## config.mk

```make
export PLATFORM = sky130hd
export DESIGN_NAME = note_scroller
export DESIGN_NICKNAME = d
export VERILOG_FILES = /design/src/rtl/note_pkg.sv /design/src/rtl/tick_divider.sv /design/src/rtl/note_scroller.sv
export SDC_FILE = /design/constraint.sdc
export NUM_CORES = 1
export LEC_CHECK = 0
export BUFFER_PORTS_ARGS = -buffer_cell sky130_fd_sc_hd__buf_4
export CAP_MARGIN = 20
export CELL_PAD_IN_SITES_DETAIL_PLACEMENT = 0
export CELL_PAD_IN_SITES_GLOBAL_PLACEMENT = 1
export CORE_MARGIN = 4
export CORE_UTILIZATION = 47
export DETAILED_ROUTE_END_ITERATION = 8
export GPL_TIMING_DRIVEN = 0
export HOLD_SLACK_MARGIN = 0.1
export PLACE_DENSITY_LB_ADDON = 0.1
export REMOVE_ABC_BUFFERS = 1
export SLEW_MARGIN = 0
export SYNTH_ARGS = -nofsm -noshare
export SYNTH_HDL_FRONTEND = slang
export SYNTH_SLANG_ARGS = --single-unit
```

## constraint.sdc

```tcl
create_clock -name clk -period 4.4 [get_ports clk]
set_input_delay 0.22 -clock clk [delete_from_list [all_inputs] [get_ports clk]]
set_output_delay 0.22 -clock clk [all_outputs]
set_load 0.01 [all_outputs]
```

## src/rtl/note_pkg.sv

```systemverilog
// Note codes and field geometry shared by the chart reader, the scroller and the LCD driver.
// The two code bits map straight onto the LCD driver's cell codes.
package note_pkg;

    typedef enum logic [1:0] {
        NOTE_NONE       = 2'd0,
        NOTE_TAP        = 2'd1,
        NOTE_HOLD_START = 2'd2,
        NOTE_HOLD_MID   = 2'd3
    } note_code_t;

    localparam int LCD_COLS = 16;

    // Only taps and hold heads can be hit or missed; hold bodies are decoration.
    function automatic logic is_judgeable(input logic [1:0] code);
        return (code == NOTE_TAP) || (code == NOTE_HOLD_START);
    endfunction

endpackage

```

## src/rtl/tick_divider.sv

```systemverilog
// Free-running step divider: tick is high for the one clock where the count sits at TICK_DIV-1.
// The count only advances while enable is high, so a pause resumes mid-period.
module tick_divider #(
    parameter int TICK_DIV = 2_500_000
) (
    input  logic clk,
    input  logic rst_n,
    input  logic enable,
    output logic tick
);

    localparam int              CW   = (TICK_DIV > 1) ? $clog2(TICK_DIV) : 1;
    localparam logic [CW-1:0]   LAST = CW'(TICK_DIV - 1);

    logic [CW-1:0] count;

    assign tick = enable && (count == LAST);

    always_ff @(posedge clk or negedge rst_n) begin
        if (!rst_n) begin
            count <= '0;
        end else if (enable) begin
            if (count == LAST) begin
                count <= '0;
            end else begin
                count <= count + CW'(1);
            end
        end
    end

endmodule

```

## src/rtl/note_scroller.sv

```systemverilog
// Two-lane note field that scrolls left one column per step, fed from a one-entry chart buffer,
// with hit/miss judgement at column 0. Bitplanes are taken directly from the field registers.
module note_scroller
    import note_pkg::*;
#(
    parameter int TICK_DIV = 2_500_000,
    parameter int COLS     = LCD_COLS
) (
    input  logic            clk,
    input  logic            rst_n,
    input  logic            enable,
    input  logic            chart_valid,
    input  logic [1:0]      chart_up,
    input  logic [1:0]      chart_down,
    output logic            chart_ready,
    input  logic            hit_up,
    input  logic            hit_down,
    output logic [COLS-1:0] noteup_bit0,
    output logic [COLS-1:0] noteup_bit1,
    output logic [COLS-1:0] notedown_bit0,
    output logic [COLS-1:0] notedown_bit1,
    output logic            step,
    output logic            hit_up_ok,
    output logic            hit_down_ok,
    output logic            miss_up,
    output logic            miss_down
);

    logic       tick;
    logic [1:0] up_field   [COLS];
    logic [1:0] down_field [COLS];
    logic       buf_full;
    logic [1:0] buf_up;
    logic [1:0] buf_down;
    logic       transfer;
    logic       up_hit_c;
    logic       down_hit_c;
    logic       up_miss_c;
    logic       down_miss_c;

    tick_divider #(
        .TICK_DIV (TICK_DIV)
    ) u_tick_divider (
        .clk    (clk),
        .rst_n  (rst_n),
        .enable (enable),
        .tick   (tick)
    );

    // Chart handshake: a column moves on every clock where chart_valid and chart_ready are both
    // high; ready is low exactly while the buffer holds an unconsumed column.
    assign chart_ready = !buf_full;
    assign transfer    = chart_valid && !buf_full;

    // Hits are judged against the pre-step column 0, so a hit on a step cycle cancels the miss.
    assign up_hit_c    = enable && hit_up   && is_judgeable(up_field[0]);
    assign down_hit_c  = enable && hit_down && is_judgeable(down_field[0]);
    assign up_miss_c   = tick && is_judgeable(up_field[0])   && !up_hit_c;
    assign down_miss_c = tick && is_judgeable(down_field[0]) && !down_hit_c;

    always_ff @(posedge clk or negedge rst_n) begin
        if (!rst_n) begin
            for (int i = 0; i < COLS; i++) begin
                up_field[i]   <= NOTE_NONE;
                down_field[i] <= NOTE_NONE;
            end
            buf_full    <= 1'b0;
            buf_up      <= NOTE_NONE;
            buf_down    <= NOTE_NONE;
            step        <= 1'b0;
            hit_up_ok   <= 1'b0;
            hit_down_ok <= 1'b0;
            miss_up     <= 1'b0;
            miss_down   <= 1'b0;
        end else begin
            step        <= tick;
            hit_up_ok   <= up_hit_c;
            hit_down_ok <= down_hit_c;
            miss_up     <= up_miss_c;
            miss_down   <= down_miss_c;

            if (transfer) begin
                buf_full <= 1'b1;
                buf_up   <= chart_up;
                buf_down <= chart_down;
            end else if (tick) begin
                buf_full <= 1'b0;
            end

            if (tick) begin
                for (int i = 0; i < COLS - 1; i++) begin
                    up_field[i]   <= up_field[i + 1];
                    down_field[i] <= down_field[i + 1];
                end
                // An empty buffer on a step is an underrun and scrolls in a blank column.
                up_field[COLS-1]   <= buf_full ? buf_up   : NOTE_NONE;
                down_field[COLS-1] <= buf_full ? buf_down : NOTE_NONE;
            end else begin
                if (up_hit_c) begin
                    up_field[0] <= NOTE_NONE;
                end
                if (down_hit_c) begin
                    down_field[0] <= NOTE_NONE;
                end
            end
        end
    end

    always_comb begin
        noteup_bit0   = '0;
        noteup_bit1   = '0;
        notedown_bit0 = '0;
        notedown_bit1 = '0;
        for (int i = 0; i < COLS; i++) begin
            noteup_bit0[i]   = up_field[i][0];
            noteup_bit1[i]   = up_field[i][1];
            notedown_bit0[i] = down_field[i][0];
            notedown_bit1[i] = down_field[i][1];
        end
    end

endmodule
```

=== Word-level counts from Yosys, hierarchy flattened ===
Index checks and enable logic that the tools add are counted.

* Bits in latches: 0
* Memory bits (writable): 0
* ROM bits: 0
* Memories kept: 0
* Bits of input ports: 10
* Bits in registers: 96

* Add/subtract/negate cells: 1
* Equal/unequal tests: 5
* Magnitude comparators: 0
* Div/mod/pow operators: 0
* Shift operators: 0
* Multiplexer cells: 9
* Bitwise gates (word level): 0
* Multipliers: 0
* Reduce and logical (&&, ||, !) cells: 18

{| class="wikitable"
|+ Operator list
! kind !! number
|-
| 22-bit by 1-bit adder with 22-bit output (second input constant) || 1
|-
| 22-bit == test (second input constant) || 1
|-
| 22-bit two-way mux || 1
|-
| 2-bit two-way mux || 6
|-
| 1-bit logical AND || 10
|-
| 2-bit nonzero test || 3
|-
| 2-bit by 1-bit == test with 1-bit output (second input constant) || 2
|-
| 2-bit == test (second input constant) || 2
|-
| 1-bit logical NOT || 3
|-
| 1-bit logical OR || 2
|-
| 1-bit two-way mux || 2
|}

=== Longest topological paths before layout ===
Gate-level depths: netlist of the first run.

* Word-level depth: 5
* Gate-level depth with buffers: 6

=== Cells and area by module ===
From an unflattened synthesis of the first run, not the netlist that was laid out.

* Cells, all modules: 294
* Area total of the unflattened synthesis: 4,097.7 um2

{| class="wikitable"
|+ By module, submodules not included
! module !! area each (um2) !! cells each !! sequential area each (um2) !! instances
|-
| note_scroller || 2,935.3 || 173 || 1,851.8 || 1
|-
| tick_divider || 1,162.4 || 121 || 550.5 || 1
|}

=== Least setup slack after synthesis of the first run ===
No wires, ideal clock.

* Kind: reg2reg
* From: reg u_tick_divider.count[11]
* To: reg down_field, in the netlist notedown_bit0[1]
* Setup slack: 1.969 ns
* Buffers on the path: 1
* Setup time: 0.125 ns
* Stages on the path, launching flop included: 6
* Arrival time: 2.306 ns
* Clock period less this slack: 2.431 ns
* Cells stage by stage: dfrtp_1 or4b_1 or4_4 nor3_4 buf_6 mux2_2

* Longest elaborated chain between the ends: 2

{| class="wikitable"
|+ RTL lines
! element !! line !! RTL
|-
| start, declared || tick_divider.sv:15 || <nowiki>logic [CW-1:0] count;</nowiki>
|-
| start signal, assigned || tick_divider.sv:26 || <nowiki>count <= count + CW'(1);</nowiki>
|-
| 22-bit == test || tick_divider.sv:17 || <nowiki>assign tick = enable && (count == LAST);</nowiki>
|-
| 1-bit logical AND || tick_divider.sv:17 ||
|-
| end signal, assigned by index || note_scroller.sv:93 || <nowiki>down_field[i] <= down_field[i + 1];</nowiki>
|-
| end signal, assigned by index || note_scroller.sv:97 || <nowiki>down_field[COLS-1] <= buf_full ? buf_down : NOTE_NONE;</nowiki>
|-
| end, declared || note_scroller.sv:31 || <nowiki>logic [1:0] down_field [COLS];</nowiki>
|}

No other way between the ends.
A chain may end at the register's enable or synchronous reset.

=== Worst setup path after layout of the first run ===
* From: reg u_tick_divider.count[11]
* To: reg up_field, in the netlist noteup_bit0[4]

* Longest elaborated chain between the ends: 2

{| class="wikitable"
|+ RTL lines
! element !! line !! RTL
|-
| 22-bit == test || tick_divider.sv:17 ||
|-
| 1-bit logical AND || tick_divider.sv:17 ||
|-
| end signal, assigned by index || note_scroller.sv:92 || <nowiki>up_field[i] <= up_field[i + 1];</nowiki>
|-
| end signal, assigned by index || note_scroller.sv:96 || <nowiki>up_field[COLS-1] <= buf_full ? buf_up : NOTE_NONE;</nowiki>
|-
| end, declared || note_scroller.sv:30 || <nowiki>logic [1:0] up_field [COLS];</nowiki>
|}

No other way between the ends.

==> results of run 1 <==
==> worst paths after layout <==
check | startpoint | endpoint | slack [ns] | depth (start not counted)
min in group asynchronous | rst_n | u_tick_divider.count[17] | 0.38 | 2
setup / recovery | u_tick_divider.count[11] | noteup_bit0[4] | 1.23 | 7
max in group asynchronous | rst_n | noteup_bit1[14] | 3.36 | 3
setup reg to reg | u_tick_divider.count[11] | noteup_bit0[4] | 1.23 | 7
hold / removal | enable | u_tick_divider.count[1] | 0.14 | 2
hold reg to reg | u_tick_divider.count[9] | u_tick_divider.count[9] | 0.50 | 1
==> sequential cells by signal (all words and copies together), names as in the netlist <==
signal and cells:
noteup_bit0 16, buf_full 1, miss_up 1, buf_up 2
hit_down_ok 1, notedown_bit1 16, buf_down 2, noteup_bit1 16
step 1, notedown_bit0 16, miss_down 1, hit_up_ok 1
u_tick_divider.count 22
==> area by class of cell <==
cell class                 count  area [sq um]
inverter                      16         60.06
multi-input combinational    169          1391
timing repair buffer          89         755.7
clock inverter                 5         46.29
tap                          105         131.4
fill                         677          3237
sequential                    96          2402
clock buffer                  11         151.4
==> cells in the final DEF (no fill, tap or decap), types with 5 or more instances in the layout <==
cell	instances
dlygate4sd3_1	5
xor2_1	11
nor3_1	9
dfrtp_1	96
mux2_2	57
nor2_1	6
nand4_1	5
nand3_1	9
inv_1	16
mux2i_1	8
a21oi_1	5
clkbuf_8	11
nand2_1	19
xnor2_1	6
buf_4	79
==> worst max-delay path: stages, from the launching register on <==
cell and delay (ns):
dfrtp_1 0.42, or4b_1 0.53, or4_4 0.47, nor3_4 0.68, buf_16 0.23, buf_8 0.18
buf_16 0.18, mux2_2 0.35
==> cells by family (layout without fill, tap and decap cells) <==
| logic type | Yosys count | count (layout) | synth area share [%] |
|---|---|---|---|
| DFF | 96 | 96 | 60.97 |
| muxes | 68 | 68 | 19.18 |
| AOI/OAI and AO/OA | 14 | 14 | 2.159 |
| and+or+nand+nor | 69 | 69 | 9.876 |
| buffers and inverters | 26 | 121 | 3.715 |
| adders and majority gates | 1 | 1 | 0.3175 |
| xor gates and xnor gates | 17 | 17 | 3.779 |
==> power groups by stage <==
stage                     Sequential, uW  Clock, uW  Combinational (uW)
after floorplan                      948          0                54.5
after global placement               956          0                86.4
after detailed placement             957          0                92.4
after CTS                            940        594                96.0
after global routing                 947        629                 110
final                                938        572                93.5
==> through the flow <==
stage | hold slack (ns) | cell area [sq um] | utilization [%]
2_1_floorplan | -0.07559 | 3854 | -
3_3_place_gp | 0.4532 | 4578 | 56.00
3_5_place_dp | 0.2532 | 4691 | 57.38
4_1_cts | 0.1206 | 4938 | 60.41
5_1_grt | 0.1356 | 4938 | 60.41
6_report | 0.1394 | 4938 | 60.41
==> metal layers <==
layer / vias up / track usage, % / part of all wire [%]
li1: 1197 / - / -
met1: 1243 / 21.79 / 45
met2: 57 / 24.95 / 47
met3: 12 / 4.909 / 5.5
met4: 0 / 6.303 / 1.9
met5: - / 0 / 0
==> synth_stat cells <==
| cell type | number |
|---|---|
| and3_1 | 2 |
| inv_1 | 16 |
| buf_4 | 1 |
| nor4bb_1 | 1 |
| mux2_1 | 3 |
| o311ai_0 | 1 |
| buf_6 | 6 |
| or3_1 | 2 |
| mux2i_1 | 8 |
| o21ai_0 | 3 |
| nor3_1 | 9 |
| o22ai_1 | 1 |
| nor2b_1 | 1 |
| o31ai_1 | 3 |
| nand4_1 | 5 |
| nand3_1 | 9 |
| nor3b_1 | 1 |
| and4_1 | 2 |
| dfrtp_1 | 96 |
| nor2_1 | 6 |
| nand2_1 | 19 |
| or4_4 | 1 |
| ha_1 | 1 |
| o21bai_1 | 1 |
| mux2_2 | 57 |
| or4b_1 | 1 |
| and4b_1 | 2 |
| and2_1 | 2 |
| xor2_1 | 11 |
| a21oi_1 | 5 |
| clkbuf_1 | 3 |
| nand2b_1 | 1 |
| xnor2_1 | 6 |
| nor4b_1 | 1 |
| or4_1 | 3 |
| nor3_4 | 1 |
==> repair_timing <==
item	in CTS	in global routing
resized for setup	0	0
hold endpoints to repair	45	0
hold buffers	5	0
==> flow_summary.ini, run 1 <==
[outcome]
status = finished, final reports clean

[timing]
rsz0062_at_grt = false
slew_viol_final = 0
worst_slack_ns = 1.231
timing.fmax_ghz = 0.3156
slew_headroom_pct = 47.82
final-hold-violation-count = 0
post-route-min-period_ns = 3.169
worstMarginPinSlew_ns = 0.7802
setup_viol = 0
worst_clock_skew_ns = 0.01127
tns_ns = 0
period_share_pct = 72.02

[cts]
post-cts-setup-buffer-count = 0
cts_made_buffers = 9
cts_tree = done
cts.sinks = 96
path_clk_slew_ns = 0.09
root_buffer = clkbuf_8
clockBufferDepth = 2
worstSkewPairLatency_ns = 0.36
cts-htree-levels = 3

[min_path]
worst_hold_path_type = in2reg

[routing]
drc = 0
via_per_inst = 5.110
wl_per_cell_microns = 15.29
routed_wirelength_mm = 7.509
num_vias = 2509
drtAntennaViolNets = 0
drt_first_pass_iters = 4
drtIter0Drc = 105

[synth]
synth_top_area_cell = dfrtp_1
synth.distinct_cells = 36
post-synth-top-area-fraction_pct = 60.97
synth.avg_cell_area_sq_um = 13.54
synth_area_leaders = dfrtp_1, mux2_2, xor2_1
synth_seq_cells = 96
synth_area_sq_um = 3940
postSynthCellCount = 291
yosysSeqAreaShare_pct = 60.97
yosys_warnings = 0

[pwr]
switching_share_pct = 25.32
clkPwrFrac_pct = 35.6
power_uw = 1603
leakagePower_uw = 0.002541
p_seq_share_pct = 58.5
p_switching_uw = 406.1
pwr_density_cell_nw_per_um2 = 324.7
power_frac_comb_pct = 5.8
intPower_uw = 1197
ir_worst_vdd_v = 0.0001892

[run]
max_cap_viol_count = 0

[cells_and_area]
final_cells = 491
drive_above_1_share_pct = 41.19
num_antenna_cells = 0
finalNetCount = 392
syn_to_final_growth_pct = 25.34

[global_route]
grt_pass1_wl_mm = 12.81
grt_max_degree = 56
grt_pass1_vias = 2594
grt_use_total_pct = 16.25
grt-ovfl-total = 0
antenna_found_initial = 0

[setup_path]
crit_path_end_kind = flip-flop
critical_path_class = reg2reg
critPathRequiredTime_ns = 4.64
critPathLaunchType = flip-flop
cp.arrival_ns = 3.41
path_max_fanout = 21

[floorplan]
rows = 33
dieArea_sq_um = 9912
ios = 80
die_w_microns = 99.56
start_util_pct = 48.19
core_area_sq_um = 8175
die_y_microns = 99.56

[placed_design]
placedCellCount = 470
pre_cts_ws_ns = 1.192
numPortBuffers = 79
post-dp-hpwl_mm = 5.278
gp_congestion = 0.7464
Note: power is estimated with default switching activity, not from simulation.
==> run 2: changes to the inputs <==
- CORE_UTILIZATION: 47 -> 40
- clock period: 4.4 -> 2.7 ns (I/O delays scaled with it)
==> run 2 against run 1 <==
  * Clock skew about the same
  * First-iteration DRC count down 34%
  * Global-route usage down 2.1 points
  * Via count decreased by 0.12%
  * Power grew 66%
  * Final area up 1.9%
  * Critical path depth stayed put
  * Routed wire length grew 0.76%
  * Clock power rose by 70%
  * Worst setup slack worse by 1.1 ns
  * Critical path type unchanged
  * Largest power group unchanged
  * Highest routed layer unchanged
==> flow_summary.ini, run 2 (synthesis results as in run 1) <==
[outcome]
status = finished, final reports clean

[pwr]
pwr_density_cell_nw_per_um2 = 529.0
switching_share_pct = 25.02
intPower_uw = 1997
p_switching_uw = 666.2
clkPwrFrac_pct = 36.5
ir_worst_vdd_v = 0.0003204
leakagePower_uw = 0.002576
power_frac_comb_pct = 6.0
p_seq_share_pct = 57.5

[setup_path]
cp_slowest_stage_delay_ns = 0.53
r2r_cells = 7
reg2reg_from = u_tick_divider.count[11]
critPathLaunchType = flip-flop
r2r-end = notedown_bit0[6]
path_max_fanout = 30
cp_common_cell = buf_16
crit_path_end_kind = flip-flop
critPathSlowestCell = or4b_1
critical_path_class = reg2reg
path_cells = or4b_1, or4_4, nor3_4, buf_16, buf_16, buf_16, mux2_2
critPathRequiredTime_ns = 2.95
cp.arrival_ns = 2.86
reg2reg_slack_ns = 0.09

[cells_and_area]
syn_to_final_growth_pct = 27.75
top_register = u_tick_divider.count
mostFrequentLayoutCell = dfrtp_1
final_cell_mix = dfrtp_1, buf_4, mux2_2, nand2_1, inv_1
largest_reg_flops = 22
post-route-util_pct = 53.46
nFillCells = 863
final_cells = 521
num_antenna_cells = 0
drive_above_1_share_pct = 41.33
finalNetCount = 398
final_area_sq_um = 5034

[timing]
rsz0062_at_grt = false
setup_viol = 0
final-hold-violation-count = 0
worst_slack_ns = 0.09215
hold_ws_ns = 0.2643
slew_viol_final = 0
period_share_pct = 96.59
timing.fmax_ghz = 0.3835
post-route-min-period_ns = 2.608
worstMarginPinSlew_ns = 0.5140
worst_clock_skew_ns = 0.01087
slew_headroom_pct = 65.73

[floorplan]
die_w_microns = 107.2
rows = 35
die_y_microns = 107.2
ios = 80
core_area_sq_um = 9415
start_util_pct = 41.85
dieArea_sq_um = 11500

[cts]
cts_made_buffers = 9
worstSkewPairLatency_ns = 0.36
clockBufferDepth = 2
cts_resized = 0
root_buffer = clkbuf_8
cts-htree-levels = 3
cts_tree = done
path_clk_slew_ns = 0.10
cts.sinks = 96

[routing]
num_vias = 2506
wl_per_cell_microns = 14.52
via_per_inst = 4.810
drtIter0Drc = 69
drt_first_pass_iters = 4
drtAntennaViolNets = 0
routed_wirelength_mm = 7.566
drc = 0

[global_route]
grt_use_total_pct = 14.12
grt-ovfl-total = 0
grt_max_degree = 60
grt_pass1_vias = 2588
antenna_found_initial = 0
grt_pass1_wl_mm = 12.88

[placed_design]
numPortBuffers = 79
post-dp-hpwl_mm = 5.201
pre_cts_ws_ns = -0.6572
gp_congestion = 0.7523
placedCellCount = 494
placed_area_sq_um = 4746

[min_path]
worst_hold_path_type = in2reg
hold_depth = 3
hp-start = chart_valid
min_to = buf_full

[run]
max_cap_viol_count = 0
[run 2: cell types whose count changed in the layout (fill, tap and decap cells not counted)]
cell | previous run | this run
buf_16 | 3 | 4
clkinv_2 | 0 | 1
inv_6 | 3 | 4
clkinv_4 | 1 | 0
buf_4 | 79 | 83
dlygate4sd3_1 | 5 | 8
clkbuf_8 | 11 | 9
bufinv_16 | 0 | 1
buf_8 | 2 | 0
[run 2: power groups by stage]
stage | Sequential, uW | Clock (uW) | Combinational [uW]
after floorplan | 1550 | 0 | 88.8
after global placement | 1560 | 0 | 142
after detailed placement | 1560 | 0 | 152
after CTS | 1530 | 1020 | 162
after global routing | 1540 | 1070 | 182
final | 1530 | 973 | 159
[run 2: critical path: cells and delay by family, from the launching register on]
kind                   cells  cell delay (ns)
buffers and inverters      3             0.50
DFF                        1             0.39
muxes                      1             0.35
and+or+nand+nor            3             1.23
[run 2: repair_timing]
action | in CTS | in global routing
setup endpoints to repair | 65 | 0
endpoints found under the hold margin | 47 | 0
hold buffers | 8 | 0
buffers inserted | 4 | 0
[run 2: worst max-delay path by stage]
stage | startpoint | to | cells past startpoint | slack (ns)
finish | u_tick_divider.count[11] | notedown_bit0[6] | 7 | 0.09
global route | u_tick_divider.count[11] | notedown_bit0[6] | 7 | 0.01
CTS | u_tick_divider.count[11] | notedown_bit0[1] | 7 | 0.08
detailed placement | u_tick_divider.count[11] | noteup_bit1[4] | 8 | -0.66
global placement | u_tick_divider.count[11] | noteup_bit1[11] | 4 | -1.88
floorplan | u_tick_divider.count[11] | notedown_bit0[10] | 4 | -1.02
[run 2: per-layer routing]
| layer | up-vias | GRT usage, % | part of all wire, % |
|---|---|---|---|
| li1 | 1210 | - | - |
| met1 | 1225 | 19.36 | 47 |
| met2 | 61 | 21.63 | 46 |
| met3 | 10 | 3.432 | 4.9 |
| met4 | 0 | 5.479 | 1.7 |
| met5 | - | 0 | 0 |
[run 2: through the flow]
stage	total power, uW	setup TNS, ns
6_report	2663	0
2_1_floorplan	1634	-69.37
5_1_grt	2797	0
3_3_place_gp	1702	-131.59
4_1_cts	2711	0
3_5_place_dp	1712	-21.86
[run 2: final cells by class]
cell class                      count  area (sq um)  area share, %
Tap cell                          129         161.4          3.207
Multi-Input combinational cell    169          1391          27.64
Inverter                           16         60.06          1.193
Sequential cell                    96          2402          47.73
Clock inverter                      7         81.33          1.616
Timing Repair Buffer               95         813.3          16.16
Clock buffer                        9         123.9          2.461
